`config.mk`:
```
export PLATFORM = sky130hd
export DESIGN_NAME = cam_tx_flat
export DESIGN_NICKNAME = d
export VERILOG_FILES = /design/src/rtl/cam_pkg.sv /design/src/rtl/cam_tx_if.sv /design/src/rtl/cam_tx_timing.sv /design/src/rtl/cam_tx.sv /design/src/flat_wrapper.sv
export SDC_FILE = /design/constraint.sdc
export NUM_CORES = 1
export LEC_CHECK = 0
export ABC_AREA = 1
export CAP_MARGIN = 40
export CORE_UTILIZATION = 32
export CTS_CLUSTER_SIZE = 28
export DETAILED_ROUTE_END_ITERATION = 6
export PLACE_DENSITY = 0.53
export SLEW_MARGIN = 40
export SYNTH_ARGS = -nofsm -noshare
export SYNTH_HDL_FRONTEND = slang
export SYNTH_HIERARCHICAL = 1
export SYNTH_SLANG_ARGS = --single-unit
export TNS_END_PERCENT = 100
```
`constraint.sdc`:
```
create_clock -name CAM_pclk -period 2.5 [get_ports CAM_pclk]
set_input_delay 0.75 -clock CAM_pclk [delete_from_list [all_inputs] [get_ports CAM_pclk]]
set_output_delay 0.75 -clock CAM_pclk [all_outputs]
set_load 0.005 [all_outputs]
```
`src/rtl/cam_pkg.sv`:
```
// Shared types and constants for the OV7670-style camera transmitter.
// Holds the frame state enum, RGB444 byte-packing constants and the colour-bar table.
package cam_pkg;

  typedef enum logic [2:0] {
    ST_IDLE,
    ST_VSYNC,
    ST_VBACK,
    ST_ACTIVE,
    ST_VFRONT
  } cam_state_e;

  // Byte 1 of each pixel carries the red nibble under a zero high nibble.
  localparam logic [3:0] BYTE1_PAD = 4'b0000;

  localparam int BAR_COUNT = 8;
  localparam logic [11:0] BAR_RGB [BAR_COUNT] = '{
    12'hFFF, 12'hFF0, 12'h0FF, 12'h0F0, 12'hF0F, 12'hF00, 12'h00F, 12'h000
  };

  function automatic logic [11:0] bar_color(input int unsigned col, input int unsigned h_act);
    int unsigned idx;
    idx = col / (h_act / BAR_COUNT);
    if (idx > BAR_COUNT - 1) idx = BAR_COUNT - 1;
    return BAR_RGB[3'(idx)];
  endfunction

endpackage

```
`src/rtl/cam_tx_if.sv`:
```
// Frame-buffer read port plus camera output bus of cam_tx.
// master = transmitter side, slave = frame buffer / capture side.
interface cam_tx_if #(
  parameter int AW = 15,
  parameter int DW = 12
);
  logic          en;
  logic [AW-1:0] RAM_addr_out;
  logic [DW-1:0] RAM_data_in;
  logic          CAM_vsync;
  logic          CAM_href;
  logic [7:0]    CAM_px_data;
  logic          frame_done;

  modport master (
    input  en, RAM_data_in,
    output RAM_addr_out, CAM_vsync, CAM_href, CAM_px_data, frame_done
  );

  modport slave (
    output en, RAM_data_in,
    input  RAM_addr_out, CAM_vsync, CAM_href, CAM_px_data, frame_done
  );
endinterface

```
`src/rtl/cam_tx_timing.sv`:
```
// Line/frame counters and frame state machine for cam_tx. vsync, href and
// frame_done are registered; ld_byte1/ld_byte2 announce the byte launched at the next edge.
module cam_tx_timing
  import cam_pkg::*;
#(
  parameter int H_ACT       = 160,
  parameter int V_ACT       = 120,
  parameter int H_BLANK     = 16,
  parameter int VSYNC_LINES = 3,
  parameter int V_BACK      = 2,
  parameter int V_FRONT     = 2
) (
  input  logic CAM_pclk,
  input  logic rst,
  input  logic en,
  output logic vsync,
  output logic href,
  output logic frame_done,
  output logic ld_byte1,
  output logic ld_byte2
);

  localparam int L  = 2 * H_ACT + H_BLANK;
  localparam int HW = $clog2(L);
  localparam int VW = $clog2(VSYNC_LINES + V_BACK + V_ACT + V_FRONT);

  cam_state_e    state;
  logic [HW-1:0] h_cnt;
  logic [HW-1:0] h_nxt;
  logic [VW-1:0] v_cnt;
  logic          eol;
  logic          phase_last;
  logic          line_done;
  logic          nxt_href;

  // NOTE: every variable gets a default at the top so no path through the block infers a latch.
  always_comb begin
    eol        = (h_cnt == HW'(L - 1));
    h_nxt      = (state == ST_IDLE || eol) ? '0 : h_cnt + HW'(1);
    phase_last = 1'b0;
    case (state)
      ST_VSYNC:  phase_last = (v_cnt == VW'(VSYNC_LINES - 1));
      ST_VBACK:  phase_last = (v_cnt == VW'(V_BACK - 1));
      ST_ACTIVE: phase_last = (v_cnt == VW'(V_ACT - 1));
      ST_VFRONT: phase_last = (v_cnt == VW'(V_FRONT - 1));
      default:   phase_last = 1'b0;
    endcase
    line_done = eol && phase_last;
    // href in the coming cycle: any active line, including the first one entered from VBACK
    nxt_href  = ((state == ST_ACTIVE && !line_done) || (state == ST_VBACK && line_done))
                && (h_nxt < HW'(2 * H_ACT));
    ld_byte1  = nxt_href && !h_nxt[0];
    ld_byte2  = nxt_href && h_nxt[0];
  end

  // NOTE: non-blocking assignments only, so every register here sees pre-edge values.
  always_ff @(posedge CAM_pclk) begin
    if (rst) begin
      state      <= ST_IDLE;
      h_cnt      <= '0;
      v_cnt      <= '0;
      vsync      <= 1'b0;
      href       <= 1'b0;
      frame_done <= 1'b0;
    end else begin
      h_cnt      <= h_nxt;
      href       <= nxt_href;
      frame_done <= (state == ST_VFRONT) && phase_last && (h_cnt == HW'(L - 2));
      if (eol) v_cnt <= line_done ? '0 : v_cnt + VW'(1);
      case (state)
        ST_IDLE: begin
          if (en) begin
            state <= ST_VSYNC;
            vsync <= 1'b1;
            v_cnt <= '0;
          end
        end
        ST_VSYNC: begin
          if (line_done) begin
            state <= ST_VBACK;
            vsync <= 1'b0;
          end
        end
        ST_VBACK:  if (line_done) state <= ST_ACTIVE;
        ST_ACTIVE: if (line_done) state <= ST_VFRONT;
        ST_VFRONT: begin
          // en is only looked at here, so a frame always runs to completion
          if (line_done) begin
            state <= en ? ST_VSYNC : ST_IDLE;
            vsync <= en;
          end
        end
        default: state <= ST_IDLE;
      endcase
    end
  end

endmodule

```
`src/rtl/cam_tx.sv`:
```
// OV7670-style camera emulator: frame timing, frame-buffer address counter and RGB444 byte mux.
// Define CAM_TX_PATTERN_EN to send an internal 8-bar colour pattern instead of RAM data.
module cam_tx
  import cam_pkg::*;
#(
  parameter int AW          = 15,
  parameter int DW          = 12,
  parameter int H_ACT       = 160,
  parameter int V_ACT       = 120,
  parameter int H_BLANK     = 16,
  parameter int VSYNC_LINES = 3,
  parameter int V_BACK      = 2,
  parameter int V_FRONT     = 2
) (
  input logic       CAM_pclk,
  input logic       rst,
  cam_tx_if.master  bus
);

  localparam int NPIX = H_ACT * V_ACT;

  logic          vsync;
  logic          href;
  logic          frame_done;
  logic          ld_byte1;
  logic          ld_byte2;
  logic [DW-1:0] pix_src;
  logic [7:0]    pix_lo_q;
  logic [7:0]    px_q;
  logic [AW-1:0] addr_q;

  cam_tx_timing #(
    .H_ACT      (H_ACT),
    .V_ACT      (V_ACT),
    .H_BLANK    (H_BLANK),
    .VSYNC_LINES(VSYNC_LINES),
    .V_BACK     (V_BACK),
    .V_FRONT    (V_FRONT)
  ) u_timing (
    .CAM_pclk  (CAM_pclk),
    .rst       (rst),
    .en        (bus.en),
    .vsync     (vsync),
    .href      (href),
    .frame_done(frame_done),
    .ld_byte1  (ld_byte1),
    .ld_byte2  (ld_byte2)
  );

`ifdef CAM_TX_PATTERN_EN
  logic [$clog2(H_ACT)-1:0] col_q;

  always_ff @(posedge CAM_pclk) begin
    if (rst) begin
      col_q <= '0;
    end else if (ld_byte1) begin
      col_q <= (col_q == $clog2(H_ACT)'(H_ACT - 1)) ? '0 : col_q + 1'b1;
    end
  end

  assign pix_src = DW'(bar_color(int'(col_q), H_ACT));
`else
  assign pix_src = bus.RAM_data_in;
`endif

  // Byte 1 goes straight from the source word; only the low byte is kept for the byte-2 cycle.
  // Advancing the address here gives the registered RAM the whole byte-2 cycle to answer.
  always_ff @(posedge CAM_pclk) begin
    if (rst) begin
      addr_q   <= '0;
      pix_lo_q <= '0;
      px_q     <= '0;
    end else if (ld_byte1) begin
      pix_lo_q <= pix_src[7:0];
      px_q     <= {BYTE1_PAD, pix_src[DW-1 -: 4]};
      addr_q   <= (addr_q == AW'(NPIX - 1)) ? '0 : addr_q + AW'(1);
    end else if (ld_byte2) begin
      px_q <= pix_lo_q;
    end else begin
      px_q <= '0;
    end
  end

  assign bus.RAM_addr_out = addr_q;
  assign bus.CAM_vsync    = vsync;
  assign bus.CAM_href     = href;
  assign bus.CAM_px_data  = px_q;
  assign bus.frame_done   = frame_done;

endmodule

```
`src/flat_wrapper.sv`:
```
// flat-port wrapper written by rule: the top's interface ports become plain ports
module cam_tx_flat import cam_pkg::*;
#(
  parameter int AW          = 15,
  parameter int DW          = 12,
  parameter int H_ACT       = 160,
  parameter int V_ACT       = 120,
  parameter int H_BLANK     = 16,
  parameter int VSYNC_LINES = 3,
  parameter int V_BACK      = 2,
  parameter int V_FRONT     = 2
)
  (CAM_pclk, rst, bus_en, bus_RAM_data_in, bus_RAM_addr_out, bus_CAM_vsync, bus_CAM_href, bus_CAM_px_data, bus_frame_done);
  cam_tx_if #(.AW(AW), .DW(DW)) bus_i ();
  input logic CAM_pclk;
  input logic rst;
  input wire logic [$bits(bus_i.en)-1:0] bus_en;
  input wire logic [$bits(bus_i.RAM_data_in)-1:0] bus_RAM_data_in;
  output wire logic [$bits(bus_i.RAM_addr_out)-1:0] bus_RAM_addr_out;
  output wire logic [$bits(bus_i.CAM_vsync)-1:0] bus_CAM_vsync;
  output wire logic [$bits(bus_i.CAM_href)-1:0] bus_CAM_href;
  output wire logic [$bits(bus_i.CAM_px_data)-1:0] bus_CAM_px_data;
  output wire logic [$bits(bus_i.frame_done)-1:0] bus_frame_done;
  assign bus_i.en = bus_en;
  assign bus_i.RAM_data_in = bus_RAM_data_in;
  assign bus_RAM_addr_out = bus_i.RAM_addr_out;
  assign bus_CAM_vsync = bus_i.CAM_vsync;
  assign bus_CAM_href = bus_i.CAM_href;
  assign bus_CAM_px_data = bus_i.CAM_px_data;
  assign bus_frame_done = bus_i.frame_done;
  cam_tx #(.AW(AW), .DW(DW), .H_ACT(H_ACT), .V_ACT(V_ACT), .H_BLANK(H_BLANK), .VSYNC_LINES(VSYNC_LINES), .V_BACK(V_BACK), .V_FRONT(V_FRONT)) u_core (.CAM_pclk(CAM_pclk), .rst(rst), .bus(bus_i));
endmodule
```
Word level (Yosys, flattened, before mapping)
Index checks and enable logic that the tools add are counted.
- add/subtract/negate cells: 3
- order comparisons: 1
- eq/ne operators: 15
- mux-type cells: 20
- bitwise logic cells: 1
- reductions and logical operators: 18
- operator list (kind ; count):
    $mux 7 ; 4
    $eq 9x9->1 const B ; 2
    $add 15x1->15 const B ; 1
    $eq 15x15->1 const B ; 1
    $mux 15 ; 1
    $mux 3 ; 5
    $pmux 3 s5 ; 1
    $ne 2x2->1 const B ; 5
    $add 9x1->9 const B ; 1
    $lt 9x9->1 const B ; 1
    $mux 9 ; 1
    $logic_and 1x1->1 ; 8
    $mux 4 ; 2
    $add 7x1->7 const B ; 1
    $eq 7x1->1 const B ; 1
    $eq 7x2->1 const B ; 1
    $eq 7x7->1 const B ; 1
    $eq 3x2->1 const B ; 2
    $pmux 1 s3 ; 2
    $reduce_and 5->1 ; 1
    $mux 1 ; 4
    $reduce_and 4->1 ; 1
    $eq 3x1->1 const B ; 1
    $eq 3x3->1 const B ; 1
    7 further kinds ; 9
- flip-flop bits (word level): 53
- input port bits: 15
- logic and storage cells: 68

Logic depth before layout (Yosys ltp)
Gate-level depths: netlist of the first run.
- depth after elaboration: 11
- gate-level depth with buffers: 19
- mapped depth without buffers: 19

By module
Netlist of the first run, hierarchy kept.
- modules (own cells, without submodules) (module ; instances ; cells an instance ; area each (um^2) ; sequential area each (um^2)):
    cam_tx ; 1 ; 183 ; 1310.0 ; 620.6
    cam_tx_timing ; 1 ; 182 ; 1241.2 ; 440.4

Worst setup path after synthesis of the first run
No wires, ideal clock.
- kind: register to register
- from: reg u_core.u_timing.h_cnt[0]
- to: reg u_core.addr_q[11], in the netlist u_core/bus.RAM_addr_out[11]
- setup time: 0.115 ns
- arrival time: 2.280 ns
- setup slack: 0.105 ns
- cell stages (with the launch flop): 18
- path through: dfxtp_1 ha_1 nand2_2 nor2_4 inv_2 nor2_1 nand2_1 xor2_1 nand2_1 nand2_1 nand3_1 nor2_1 nand2_2 nor2_4 nand3_2 or2_0 nand2_1 nor2_1
- cells in the longest elaborated chain, start to end: 7
- elaborated cells on any way between the ends: 13
- RTL lines (what ; RTL line ; RTL):
    start, declared ; cam_tx_timing.sv:28 ; logic [HW-1:0] h_cnt;
    start signal, assigned ; cam_tx_timing.sv:66 ; h_cnt <= h_nxt;
    parallel branches: the longest is 6 deep, another holds $add 9x1->9 ; - ;
    $logic_and 1x1->1 (*) ; cam_tx_timing.sv:52 ; ld_byte1 = nxt_href && !h_nxt[0];
    named net u_core.ld_byte1 ; cam_tx.sv:25 ; logic ld_byte1;
    end signal, assigned ; cam_tx.sv:76 ; addr_q <= (addr_q == AW'(NPIX - 1)) ? '0 : addr_q + AW'(1);
    end, declared ; cam_tx.sv:30 ; logic [AW-1:0] addr_q;
Mark *: on every way through the listed nets, which the timed path passes.
A chain may end at the register's enable or synchronous reset.

Final worst setup path of the first run
Ends and elaborated chain as after synthesis.

==> impl_metrics.env, run 1 <==
export IMPL_status="complete, no violations"
export IMPL_io_buffers=40
export IMPL_synthCells=365
export IMPL_synth_top_area_share=0.416
export IMPL_hold_buffers=0
export IMPL_yosys_warnings=6
export IMPL_tightestPinTransition_ns=0.394
export IMPL_antenna_left=0
export IMPL_clock_latency_ns=0.31
export IMPL_track_usage=0.146
export IMPL_routed_wl_um=5670
export IMPL_cts_clk_slew_worst_paths_ns=0.10
export IMPL_synthDistinctLibCells=29
export IMPL_synth_area_mm2=0.00255
export IMPL_syn_area_per_cell_um2=6.99
export IMPL_worst_setup_path_type="flop to flop"
export IMPL_period_needed_ns=2.29
export IMPL_grt_first_pass_wirelength_um=9790
export IMPL_core_area_mm2=0.00773
export IMPL_dp_cells=514
export IMPL_fp_dieH_um=91.3
export IMPL_rows=32
export IMPL_layout_drive_gt1_share=0.152
export IMPL_slew_headroom=0.734
export IMPL_worstSetupEndpointType="flop"
export IMPL_drv_cap=0
export IMPL_cts_buffer_depth=2
export IMPL_io_pins=41
export IMPL_startpoint_type="flop"
export IMPL_die_w_um=91.3
export IMPL_cts_tree="built"
export IMPL_final_core_util=0.431
export IMPL_antenna_found_initial=0
export IMPL_grt_overflow=0
export IMPL_hold_viol=0
export IMPL_p_leak_nw=1.29
export IMPL_synth_seq_cells=53
export IMPL_p_per_area_mw_per_mm2=653
export IMPL_firstDrtPassIters=4
export IMPL_fmax_mhz=436
export IMPL_gp_congestion=0.836
export IMPL_synth_largest_area_cell="dfxtp_1"
export IMPL_drc=0
export IMPL_hold_class="flop to flop"
export IMPL_start_util=0.330
export IMPL_die_area_mm2=0.00833
export IMPL_numCtsBuffers=5
export IMPL_finalNonFillerCells=529
export IMPL_setup_violations=0
export IMPL_ir_worst_vdd_mv=0.238
export IMPL_wl_per_cell_um=10.7
export IMPL_synthesis_nets=384
export IMPL_arrival_ns=2.51
export IMPL_worstPathMaxFanout=6
export IMPL_h_tree_depth=2
export IMPL_grt_max_degree=19
export IMPL_slew_viol_final=0
export IMPL_clockRootBuffer="clkbuf_8"
export IMPL_clock_sinks=53
export IMPL_viasPerCell=4.49
export IMPL_drt_iter0_drc=50
export IMPL_num_vias=2373
export IMPL_seq_area_frac_synth=0.416
export IMPL_skew_ns=0.0103
export IMPL_period_share=0.917
export IMPL_yosys_top_cells_area="dfxtp_1, nand2_1, nor2_1"
export IMPL_worstPathRequired_ns=2.72
export IMPL_first_global_vias=2182
export IMPL_final_nets=445
export IMPL_area_delta_synth_final_pct=30.5
export IMPL_dp_hpwl_um=4260
export IMPL_num_antenna_cells=0
-- routing by layer --
layer / up-vias / global-route usage / wire (µm)
met5: - / 0 / 0
met4: 0 / 0.0556 / 82
met3: 7 / 0.0285 / 210
met2: 43 / 0.226 / 2440
met1: 1049 / 0.199 / 2940
li1: 1274 / - / -
-- flip-flops by register name, summed over array words and instances, names as in the netlist --
signal                      cells
u_core/bus.RAM_addr_out        15
u_core/u_timing/h_cnt           9
u_core/u_timing/href            1
u_core/pix_lo_q                 8
u_core/u_timing/vsync           1
u_core/u_timing/state           3
u_core/bus.CAM_px_data          8
u_core/u_timing/v_cnt           7
u_core/u_timing/frame_done      1
-- synthesized netlist by cell type --
master and instances:
dfxtp_1 53, nand3_1 23, nor3_1 5, nand2_4 1, or2_0 1, a21oi_1 20
clkbuf_1 2, a31oi_1 1, ha_1 4, nand3_2 3, nor4_1 1, o21ai_0 11
inv_2 5, nor2_1 62, or2_4 1, nand2_2 5, nand2_1 91, nor2_2 10
a211oi_1 1, nor3b_1 2, buf_2 1, nand4_4 1, nor2_4 5, clkinv_1 1
xnor2_1 2, xor2_1 7, nand4_1 7, inv_1 36, o21ai_1 3
-- final timing paths --
check	endpoint	cells after the start	slack, ns	startpoint
worst max-delay path	u_core/bus.RAM_addr_out[11]	16	0.21	u_core/u_timing/h_cnt[0]
worst min-delay path	u_core/bus.CAM_px_data[5]	2	0.44	u_core/pix_lo_q[5]
worst max register to register	u_core/bus.RAM_addr_out[11]	16	0.21	u_core/u_timing/h_cnt[0]
worst min register to register	u_core/bus.CAM_px_data[5]	2	0.44	u_core/pix_lo_q[5]
-- cells in the final DEF, fill, tap and decap left out, types with 2 or more instances in the layout --
master           Yosys  final
nand3_1             23     22
nand4_1              7      7
nor3_1               5      5
clkdlybuf4s50_1      0     40
inv_2                5      5
a21oi_1             20     20
dfxtp_1             53     52
ha_1                 4      3
nor2_2              10     11
xor2_1               7      6
xnor2_1              2      2
nor2_4               5      7
clkinvlp_4           0      2
o21ai_1              3      3
nand2_1             91     89
o21ai_0             11     11
nor3b_1              2      2
clkbuf_8             0      5
buf_4                0     17
nor2_1              62     59
nand2_2              5      7
nand3_2              3      4
inv_1               36     36
-- critical path, stage by stage (launching register included) --
cell and delay (ns):
dfxtp_1 0.35, ha_2 0.19, nand2_2 0.07, nor2_4 0.10, inv_2 0.06, buf_4 0.14, nor2_4 0.13, nand4_4 0.14
nand2_2 0.09, nand3_2 0.11, nor2_4 0.16, nand2_2 0.09, nor2_4 0.19, nand3_2 0.10, or2_0 0.20, nand2_1 0.06
nor2_1 0.04
-- where the power goes --
group | switching (mW) | total [mW] | internal (mW)
clock | 0.310 | 0.514 | 0.204
combinational | 0.418 | 0.693 | 0.274
sequential | 0.0570 | 0.966 | 0.909
total | 0.785 | 2.17 | 1.39
-- stage by stage --
stage / power, mW / setup WS (ns) / TNS (ns) / hold slack [ns] / area [µm²]
floorplan: 1.43 / 0.105 / 0 / 0.416 / 2550
CTS: 2.16 / 0.0405 / 0 / 0.444 / 3240
finish: 2.17 / 0.207 / 0 / 0.441 / 3330
global placement: 1.61 / 0.00854 / 0 / 0.422 / 3140
global route: 2.34 / -0.0111 / -0.0160 / 0.457 / 3330
detailed placement: 1.62 / -0.114 / -0.636 / 0.428 / 3140
-- area by class of cell --
type,instances,area (µm²)
fill,806,4400
multi-input combinational,267,1360
sequential,53,1060
timing repair buffer,57,528
inverter,42,158
tap,102,128
clock buffer,5,68.8
clock inverter,3,26.3
-- repair_timing --
action | CTS | global route
gates resized for setup | 2 | 9
setup endpoints to repair | 9 | 24
buffers inserted | 0 | 7
pin swaps | 0 | 3
-- cells by family after synthesis --
logic type | after synthesis | synth area share
DFF | 53 | 0.416
AOI/OAI and AO/OA | 36 | 0.0721
buffers and inverters | 45 | 0.0667
adders and majority gates | 4 | 0.0196
xor gates and xnor gates | 9 | 0.0309
and+or+nand+nor | 218 | 0.395
(Power assumes the default switching activity.)
==> run 2, diff against run 1 <==
SYNTH_HIERARCHICAL = unset   (was 1)
==> run 2 against run 1 <==
  * Cell count is 0.38% higher
  * Hold slack got worse by 0.0089 ns
  * Count of clock-buffer cells in the layout is the same
  * Clock power about the same
  * Register-to-register slack gained 0.06 ns
  * Routed wire length is 9.6% higher
  * Combinational power shrank 6.9%
  * Flip-flop and latch count stayed put
  * Total power rose by 0.53%
  * Largest power group unchanged
==> impl_metrics.env, run 2 <==
export IMPL_arrival_ns=2.44
export IMPL_worstPathMaxFanout=12
export IMPL_syn_area_per_cell_um2=6.95
export IMPL_worstSetupEndpointType="flop"
export IMPL_clkPwrFrac=0.236
export IMPL_dp_cells=522
export IMPL_viasPerCell=4.65
export IMPL_cts_resized_gates=0
export IMPL_num_antenna_cells=0
export IMPL_period_share=0.891
export IMPL_grt_overflow=0
export IMPL_dp_hpwl_um=4460
export IMPL_p_per_area_mw_per_mm2=663
export IMPL_async_reset_ff_frac=0
export IMPL_gp_congestion=0.819
export IMPL_final_common_cell="nand2_1"
export IMPL_slew_headroom=0.693
export IMPL_synthesis_nets=403
export IMPL_cts_clk_slew_worst_paths_ns=0.11
export IMPL_die_area_mm2=0.00870
export IMPL_power_frac_seq=0.469
export IMPL_antenna_found_initial=0
export IMPL_cts_setup_buffers=0
export IMPL_clock_latency_ns=0.31
export IMPL_layout_setup_ws_ns=0.271
export IMPL_fmax_mhz=449
export IMPL_layout_drive_gt1_share=0.0699
export IMPL_synth_top_area_share=0.398
export IMPL_ff_latch_area_mm2=0.00106
export IMPL_clock_sinks=53
export IMPL_worst_r2r_cell_count=10
export IMPL_mostFrequentLayoutCells="nand2_1, nor2_1, dfxtp_1"
export IMPL_ir_worst_vdd_mv=0.267
export IMPL_cts_buffer_depth=2
export IMPL_p_sw_mw=0.786
export IMPL_synth_area_mm2=0.00267
export IMPL_numCtsBuffers=5
export IMPL_hold_viol=0
export IMPL_antenna_left=0
export IMPL_hold_class="flop to flop"
export IMPL_worst_setup_path_type="flop to flop"
export IMPL_cts_tree="built"
export IMPL_routed_wl_um=6220
export IMPL_grt_max_degree=25
export IMPL_synth_seq_cells=53
export IMPL_rows=32
export IMPL_cp_slowest_cell="dfxtp_1"
export IMPL_firstDrtPassIters=4
export IMPL_internal_power_mw=1.40
export IMPL_yosys_warnings=0
export IMPL_synth_common_cells="nand2_1, nor2_1, dfxtp_1"
export IMPL_swShare=0.360
export IMPL_max_stage_delay_ns=0.39
export IMPL_finalNonFillerCells=531
export IMPL_crit_cells=10
export IMPL_grt_first_pass_wirelength_um=10600
export IMPL_die_w_um=93.3
export IMPL_synth_largest_area_cell="dfxtp_1"
export IMPL_p_leak_nw=1.22
export IMPL_startpoint_type="flop"
export IMPL_drt_iter0_drc=93
export IMPL_io_pins=41
export IMPL_area_delta_synth_final_pct=23.5
export IMPL_dp_slack_ns=0.138
export IMPL_synth_edf_count=0
export IMPL_synthDistinctLibCells=34
export IMPL_fp_dieH_um=93.3
export IMPL_hold_buffers=0
export IMPL_multiInputGateArea_mm2=0.00142
export IMPL_num_vias=2469
export IMPL_io_buffers=40
export IMPL_synthFlopType="dfxtp_1"
export IMPL_period_needed_ns=2.23
export IMPL_first_global_vias=2277
export IMPL_p_comb_frac=0.295
export IMPL_final_nets=447
export IMPL_worstPathRequired_ns=2.71
export IMPL_path_cells="ha_1 -> nand2_1 -> nor2_2 -> nand3_2 -> nand2_1 -> nor2_1 -> inv_1 -> nand4_2 -> o21ai_1 -> nor2_1"
export IMPL_h_tree_depth=2
export IMPL_worstHoldPathCells=2
export IMPL_cp_num_buf_inv=1
export IMPL_nFillCells=832
export IMPL_track_usage=0.152
export IMPL_status="complete, no violations"
export IMPL_skew_ns=0.0140
export IMPL_core_area_mm2=0.00789
export IMPL_clockRootBuffer="clkbuf_8"
export IMPL_tightestPinTransition_ns=0.459
export IMPL_slew_viol_final=0
export IMPL_setup_tns_ns=0
export IMPL_setup_violations=0
export IMPL_wl_per_cell_um=11.7
export IMPL_start_util=0.338
export IMPL_synthMostInstantiatedCell="nand2_1"
export IMPL_synthCells=384
export IMPL_drc=0
export IMPL_drv_cap=0
export IMPL_largest_register_ffs=15
export IMPL_seq_area_frac_synth=0.398
export IMPL_cp_top_family="simple AND/OR/NAND/NOR gates"
export IMPL_yosys_top_cells_area="dfxtp_1, nand2_1, nor2_1"
## run 2: cell families after synthesis
family,count (synthesis),synth area share
DFF,53,0.398
xor gates and xnor gates,10,0.0328
adders and majority gates,4,0.0188
AOI/OAI and AO/OA,40,0.0779
buffers and inverters,49,0.0765
and+or+nand+nor,228,0.396
## run 2: power groups by stage
stage / registers, mW / logic (mW) / clock network (mW)
after floorplan: 1.03 / 0.439 / 0
after global placement: 1.04 / 0.625 / 0
after detailed placement: 1.04 / 0.633 / 0
after CTS: 1.02 / 0.636 / 0.545
after global routing: 1.04 / 0.731 / 0.581
final: 1.02 / 0.645 / 0.515
## run 2: through the flow
| step | utilization | power (mW) | cell area [µm²] | hold WS (ns) |
|---|---|---|---|---|
| floorplan | - | 1.47 | 2670 | 0.409 |
| global placement | 0.404 | 1.67 | 3180 | 0.416 |
| detailed placement | 0.404 | 1.68 | 3180 | 0.418 |
| CTS | 0.416 | 2.21 | 3280 | 0.436 |
| global route | 0.418 | 2.35 | 3290 | 0.455 |
| finish | 0.418 | 2.18 | 3290 | 0.432 |
## run 2: per-layer routing
metal  GRT usage  wire, µm  up-vias
met5           0         0        -
met4      0.0462        74        0
met3      0.0301       265        6
met2       0.239      2680       46
met1       0.209      3200     1099
li1            -         -     1318
## run 2: cell type report
class / count / share of cell area
multi-input combinational: 283 / 0.430
sequential: 53 / 0.322
timing repair buffer: 43 / 0.132
inverter: 42 / 0.0479
tap: 102 / 0.0388
clock buffer: 5 / 0.0209
clock inverter: 3 / 0.00760
## run 2: worst reg2reg max path, stage by stage (launching register included)
cell,delay (ns)
dfxtp_1,0.39
ha_1,0.18
nand2_1,0.11
nor2_2,0.15
nand3_2,0.15
nand2_1,0.16
nor2_1,0.10
inv_1,0.23
nand4_2,0.39
o21ai_1,0.24
nor2_1,0.05
## run 2: worst paths after layout
check                                 from                         to  slack (ns)
hold reg to reg         u_core.pix_lo_q[6]  u_core.bus.CAM_px_data[6]        0.43
setup / recovery  u_core.u_timing.h_cnt[0]         u_core.pix_lo_q[2]        0.27
hold / removal          u_core.pix_lo_q[6]  u_core.bus.CAM_px_data[6]        0.43
setup reg to reg  u_core.u_timing.h_cnt[0]         u_core.pix_lo_q[2]        0.27
